## config.mk

```make
export PLATFORM = sky130hd
export DESIGN_NAME = ahb_gpio
export DESIGN_NICKNAME = d
export VERILOG_FILES = /design/src/rtl/ahb_gpio.sv
export SDC_FILE = /design/constraint.sdc
export NUM_CORES = 1
export LEC_CHECK = 0
export CAP_MARGIN = 10
export CORE_MARGIN = 2
export CORE_UTILIZATION = 45
export CTS_CLUSTER_DIAMETER = 120
export CTS_CLUSTER_SIZE = 10
export DETAILED_ROUTE_END_ITERATION = 8
export GPL_ROUTABILITY_DRIVEN = 0
export PLACE_DENSITY = 0.92
export RECOVER_POWER = 100
export SLEW_MARGIN = 20
export SYNTH_ARGS = -nofsm -noshare
export SYNTH_HDL_FRONTEND = slang
export SYNTH_SLANG_ARGS = --single-unit
```

## constraint.sdc

```tcl
create_clock -name HCLK -period 2.7 [get_ports HCLK]
set_clock_uncertainty 0.15 [all_clocks]
set_input_delay 0.54 -clock HCLK [delete_from_list [all_inputs] [get_ports HCLK]]
set_output_delay 0.54 -clock HCLK [all_outputs]
set_load 0.005 [all_outputs]
```

## src/rtl/ahb_gpio.sv

```systemverilog
// ahb_gpio: AHB-Lite GPIO slave with zero wait states.
//   Parameters: WIDTH    number of pins (1..32)
//               DOUT_RST reset value of DATAOUT
//   Bus ports : HCLK, HRESETn (sync, active low), HSEL, HREADY, HWRITE, HTRANS,
//               HSIZE, HADDR, HWDATA -> HREADYOUT (always 1), HRDATA
//   Pin ports : GPIO_IN (async) -> GPIO_OUT (DATAOUT), GPIO_OE (DIR), IRQ (|INTSTAT)
//   Registers : 0x00 DATAOUT, 0x04 DATAIN, 0x08 DIR, 0x0C OUTSET, 0x10 OUTCLR,
//               0x14 INTEN, 0x18 INTSTAT (W1C), 0x1C reserved
module ahb_gpio #(
  parameter int unsigned      WIDTH    = 8,
  parameter logic [WIDTH-1:0] DOUT_RST = '0
) (
  input  logic             HCLK,
  input  logic             HRESETn,
  input  logic             HSEL,
  input  logic             HREADY,
  input  logic             HWRITE,
  input  logic [1:0]       HTRANS,
  input  logic [2:0]       HSIZE,
  input  logic [31:0]      HADDR,
  input  logic [31:0]      HWDATA,
  output logic             HREADYOUT,
  output logic [31:0]      HRDATA,
  input  logic [WIDTH-1:0] GPIO_IN,
  output logic [WIDTH-1:0] GPIO_OUT,
  output logic [WIDTH-1:0] GPIO_OE,
  output logic             IRQ
);

  localparam logic [2:0] REG_DATAOUT = 3'd0;
  localparam logic [2:0] REG_DATAIN  = 3'd1;
  localparam logic [2:0] REG_DIR     = 3'd2;
  localparam logic [2:0] REG_OUTSET  = 3'd3;
  localparam logic [2:0] REG_OUTCLR  = 3'd4;
  localparam logic [2:0] REG_INTEN   = 3'd5;
  localparam logic [2:0] REG_INTSTAT = 3'd6;

  // Pending data-phase state captured in the address phase
  logic             wr_q, wr_d;
  logic             rd_q, rd_d;
  logic [2:0]       addr_q, addr_d;
  logic [3:0]       strb_q, strb_d;

  // Architectural registers and input path
  logic [WIDTH-1:0] dout_q, dout_d;
  logic [WIDTH-1:0] dir_q, dir_d;
  logic [WIDTH-1:0] inten_q, inten_d;
  logic [WIDTH-1:0] intstat_q, intstat_d;
  logic [WIDTH-1:0] sync1_q, sync2_q, prev_q;

  logic             addr_act_c;
  logic [3:0]       strb_c;
  logic [31:0]      lane_mask_c;
  logic [WIDTH-1:0] wbits_c;
  logic [WIDTH-1:0] rise_c;
  logic [31:0]      rdata_c;
  logic             unused_c;

  assign addr_act_c = HSEL & HREADY & HTRANS[1];

  // Little-endian byte strobes; misaligned or oversized transfers get none
  always_comb begin
    strb_c = 4'b0000;
    unique case (HSIZE)
      3'd0: strb_c = 4'b0001 << HADDR[1:0];
      3'd1: if (!HADDR[0]) strb_c = HADDR[1] ? 4'b1100 : 4'b0011;
      3'd2: if (HADDR[1:0] == 2'b00) strb_c = 4'b1111;
      default: strb_c = 4'b0000;
    endcase
  end

  // Address-phase capture; held while another slave stalls HREADY
  always_comb begin
    wr_d   = wr_q;
    rd_d   = rd_q;
    addr_d = addr_q;
    strb_d = strb_q;
    if (HREADY) begin
      wr_d = addr_act_c & HWRITE;
      rd_d = addr_act_c & ~HWRITE;
      if (addr_act_c) begin
        addr_d = HADDR[4:2];
        strb_d = strb_c;
      end
    end
  end

  assign lane_mask_c = {{8{strb_q[3]}}, {8{strb_q[2]}}, {8{strb_q[1]}}, {8{strb_q[0]}}};
  assign wbits_c     = HWDATA[WIDTH-1:0] & lane_mask_c[WIDTH-1:0];
  assign rise_c      = sync2_q & ~prev_q;

  // Data-phase register update; a new edge beats a same-cycle W1C
  always_comb begin
    dout_d    = dout_q;
    dir_d     = dir_q;
    inten_d   = inten_q;
    intstat_d = intstat_q;
    if (wr_q) begin
      unique case (addr_q)
        REG_DATAOUT: dout_d    = (dout_q & ~lane_mask_c[WIDTH-1:0]) | wbits_c;
        REG_DIR:     dir_d     = (dir_q & ~lane_mask_c[WIDTH-1:0]) | wbits_c;
        REG_OUTSET:  dout_d    = dout_q | wbits_c;
        REG_OUTCLR:  dout_d    = dout_q & ~wbits_c;
        REG_INTEN:   inten_d   = (inten_q & ~lane_mask_c[WIDTH-1:0]) | wbits_c;
        REG_INTSTAT: intstat_d = intstat_q & ~wbits_c;
        default:     ;
      endcase
    end
    intstat_d = intstat_d | (rise_c & inten_q);
  end

  always_ff @(posedge HCLK) begin
    if (!HRESETn) begin
      wr_q      <= 1'b0;
      rd_q      <= 1'b0;
      addr_q    <= '0;
      strb_q    <= '0;
      dout_q    <= DOUT_RST;
      dir_q     <= '0;
      inten_q   <= '0;
      intstat_q <= '0;
      sync1_q   <= '0;
      sync2_q   <= '0;
      prev_q    <= '0;
    end else begin
      wr_q      <= wr_d;
      rd_q      <= rd_d;
      addr_q    <= addr_d;
      strb_q    <= strb_d;
      dout_q    <= dout_d;
      dir_q     <= dir_d;
      inten_q   <= inten_d;
      intstat_q <= intstat_d;
      sync1_q   <= GPIO_IN;
      sync2_q   <= sync1_q;
      prev_q    <= sync2_q;
    end
  end

  // Read mux driven only by registered read state
  always_comb begin
    rdata_c = 32'h0;
    if (rd_q) begin
      unique case (addr_q)
        REG_DATAOUT: rdata_c = 32'(dout_q);
        REG_DATAIN:  rdata_c = 32'(sync2_q);
        REG_DIR:     rdata_c = 32'(dir_q);
        REG_INTEN:   rdata_c = 32'(inten_q);
        REG_INTSTAT: rdata_c = 32'(intstat_q);
        default:     rdata_c = 32'h0;
      endcase
    end
  end

  assign HRDATA    = rdata_c;
  assign HREADYOUT = 1'b1;
  assign GPIO_OUT  = dout_q;
  assign GPIO_OE   = dir_q;
  assign IRQ       = |intstat_q;

  assign unused_c = ^{HADDR[31:5], HWDATA, lane_mask_c, HTRANS[0]};

endmodule

```

After elaboration in Yosys (flattened, before gate mapping)
Index checks and enable logic that the tools add are counted.
- reductions and logical operators: 9
- mux-type cells: 9
- equal/unequal tests: 8
- shift operators: 1
- bitwise operators: 21
- operator list (operator ; number):
    8-bit AND ; 8
    8-bit bitwise OR ; 5
    8-bit case mux with 5 select lines ; 1
    8-bit two-way mux ; 3
    8-bit inverter ; 3
    8-bit case mux with 3 select lines ; 1
    3-bit by 2-bit == test with 1-bit output, second input constant ; 3
    3-bit == test, second input constant ; 3
    2-bit AND reduction ; 4
    8-bit OR reduction ; 1
    3-bit by 1-bit == test with 1-bit output, second input constant ; 2
    3-bit logical NOT ; 2
    1-bit AND ; 4
    1-bit two-way mux ; 3
    1-bit case mux with 3 select lines ; 1
    3-bit nonzero test ; 1
    2-bit logical NOT ; 1
    1-bit by 2-bit << shifter with 1-bit output, first input constant ; 1
    1-bit inverter ; 1
- bits of input ports: 82
- output and inout bits: 50
- register bits: 62

Depth between registers and ports, before layout
- depth after elaboration: 6
- gate-level depth with buffers: 5

Worst setup path after synthesis
No wires, ideal clock.
- path kind: reg2out
- start point: register addr_q[2]
- end point: output port HRDATA[3]
- path buffers: 2
- slack: 0.804 ns
- required time: 2.010 ns
- data arrival time: 1.206 ns
- cell stages (with the launch flop): 6
- path through: dfxtp_1 > buf_6 > buf_2 > mux2_2 > a22oi_1 > a21oi_1
- word-level cells in the longest chain between the ends: 3
- elaborated cells on any way between the ends: 7
- those cells by class: eq/ne (4); mux (2); reduce/logical (1)
- ends and longest elaborated chain (item ; RTL line ; RTL):
    start: declaration ; 41 ; logic [2:0] addr_q, addr_d;
    start signal: assignment ; 128 ; addr_q <= addr_d;
    3-bit == test (tied with other cells) ; 144 ; unique case (addr_q)
    8-bit case mux with 5 select lines * ; 144 ;
    8-bit two-way mux * ; 143 ; if (rd_q) begin
    end: declaration ; 23 ; output logic [31:0] HRDATA,
Mark *: on every way between the ends. The rest lies on a longest branch, timed or not.

Worst setup path after layout
- start point: register addr_q[1]
- end point: output port HRDATA[7]
Same word-level chain as after synthesis.

==> metrics.txt <==
cell taking the most area after synthesis dfxtp_1; vias in the first global route 2305; CTS sink cnt 62; Initial DRT Pass Iterations 7; final core occ 58.2%; CTS tree yes; worst path arrival time 1.96 ns; cts hold-fix bufs 0; synthesized area per cell 9.47 um2; clock slew at reported path FFs 0.06 ns; core area 6280 um2; Tmin final 2.65 ns; flop2flop setup slack 0.87 ns; Post-synth EDFFs 0; placed cell areas 3410 um2; Site Rows 29; status finished clean; Power Internal 1.43 mW; Worst Path Buf+Inv 1; Main synth FF type dfxtp_1; Cell variety after synth 37; via count 2485; Pins Over Slew Limit 0; critical path startpoint category flop; final antenna-violating net count 0; element type at the critical path end output port; RSZ-0062 raised after global routing no; max incr delay on CP 0.52 ns; worst-margin pin slew 1.24 ns; Setup Viol. Count Final 0; Switching Share 22.7%; ranking of synthesized cells by area dfxtp_1, buf_4, and2_1, a21oi_1, mux2i_1; io pins 132; Setup TNS 0 ns; P_sw 0.420 mW; clk buf depth 2; Final Hold Fails 0; DRC viols 0; HP Class reg -> reg; Clock power frac 41.3%; fin nets 450; #FFs+latches synth 62; top cell family by delay on the critical path buffers and inverters; Max Cap Viol 0; leak pwr 1.55 nW; die width 84.2 um; global route overflow 0; Crit Path Class reg -> out; WP data required 2.01 ns; FF-to-FF Start addr_q[0]; detailed placer's ending HPWL 4890 um; Starting Density 46.1%; Min-Delay Endpoint sync2_q[2]; number of inserted diodes 0; Min-Delay Path Depth 1; Post-Syn Area 2900 um2; CTS Root Cell clkbuf_8; die height 84.2 um; Async SR Flop Fraction 0%; Initial DRC Count 271; fraction of layout cells with a size suffix above 1 11.8%; most frequent cell after synthesis dfxtp_1; combinational group share of total power 7.8%; HP Start sync1_q[2]; synth-to-layout area growth 26.1%; Power Density 506 nW/um2; cell area after layout 3650 um2; Critical Path, Cell by Cell and2_1 -> a211o_4 -> a21oi_1 -> clkdlybuf4s50_1; Routed WL per cell 15.5 um; initial antenna violation count 0; achievable clock frequency 377 MHz; Synth warnings 0; final period utilization 98.3%; port bufs 54; pin count of the biggest net entering global routing 33; htree depth 3; vias per inst 5.52; first-pass GRT wire length 10900 um; final wirelength 6990 um; slew margin rel. 17.6%; CTS Buf Count 9; worst skew pair latency 0.34 ns; synth cell count leaders dfxtp_1, and2_1, buf_4; DIE AREA 7090 um2; r2r worst-path depth 3; top-area cell type share of the netlist area 42.9%; Seq/Total Area, Yosys 42.9%; Peak supply drop 0.269 mV; Max FO, Critical Path 11; Reg power frac 50.9%; cells after synthesis 306; Worst path slowest cell clkdlybuf4s50_1; GRT Util Overall 19.2%
==> cells in the final DEF, fill, tap and decap left out, types with 2 or more instances in the layout <==
cell	Yosys	routed
a21oi_1	25	24
nor2b_1	8	8
conb_1	2	25
mux2_2	8	7
dlygate4sd3_1	0	18
clkbuf_8	0	9
inv_1	2	2
dlymetal6s2s_1	0	6
dfxtp_4	0	3
dfxtp_1	62	59
a221o_1	8	8
o21ai_0	16	16
clkbuf_1	5	8
and2_1	27	19
buf_4	27	10
and2_0	0	8
a211oi_1	8	8
clkdlybuf4s50_1	0	29
nor2_1	6	5
a22oi_1	13	13
mux2i_1	12	12
a32oi_1	3	3
clkinv_2	0	2
nand2_1	26	26
nand3_1	9	9
nor4_1	2	2
and3b_1	12	11
==> cells by family after synthesis <==
kind of cell	share of synthesized area [%]
flops	42.9
buf+inv	10.7
compound gates	17.9
mux	7.26
simple gates	21.0
other cells	0.259
==> timing repair <==
| item | 4_1_cts | 5_1_grt |
|---|---|---|
| gates resized for setup | 11 | 9 |
| setup buffers | 0 | 4 |
| endpoints found under the setup margin | 8 | 8 |
| pin swaps | 1 | 6 |
==> power groups by stage <==
stage	Clock [mW]	Sequential [mW]	Combinational [mW]
5_1_grt	0.823	0.942	0.155
3_3_place_gp	0	0.961	0.132
4_1_cts	0.774	0.941	0.138
3_5_place_dp	0	0.962	0.136
2_1_floorplan	0	0.957	0.0954
6_report	0.762	0.940	0.144
==> through the flow <==
stage	total power [mW]	instances	hold slack, ns	worst slack [ns]
2_1_floorplan	1.05	329	0.262	0.804
3_3_place_gp	1.09	430	0.268	0.176
3_5_place_dp	1.10	430	0.268	0.146
4_1_cts	1.85	446	0.283	0.0127
5_1_grt	1.92	450	0.298	0.00294
6_report	1.85	450	0.279	0.0459
==> how the worst max path moves through the flow <==
stage	start	endpoint	slack (ns)	depth (start not counted)
after global placement	addr_q[1]	HRDATA[3]	0.18	4
after floorplan	addr_q[2]	HRDATA[3]	0.80	5
after CTS	addr_q[2]	HRDATA[4]	0.01	6
final	addr_q[1]	HRDATA[7]	0.05	4
after detailed placement	addr_q[1]	HRDATA[3]	0.15	4
after global routing	addr_q[2]	HRDATA[7]	0.003	6
==> final cells by class <==
class	instances	area, um2
repair buffers	70	654
well taps	77	96.3
clock buffers	12	135
multi-input cells	223	1460
flip-flops and latches	62	1250
fillers	528	2630
clock inverters	4	47.5
inverters	2	7.51
==> routing by layer <==
metal / global-route usage, % / part of all wire [%] / up-vias
li1: - / - / 1165
met1: 21.5 / 38 / 1140
met2: 32.5 / 50 / 154
met3: 5.90 / 9.0 / 26
met4: 10.9 / 2.6 / 0
met5: 0 / 0 / -
No activity file was read; power rests on OpenSTA's default activity.
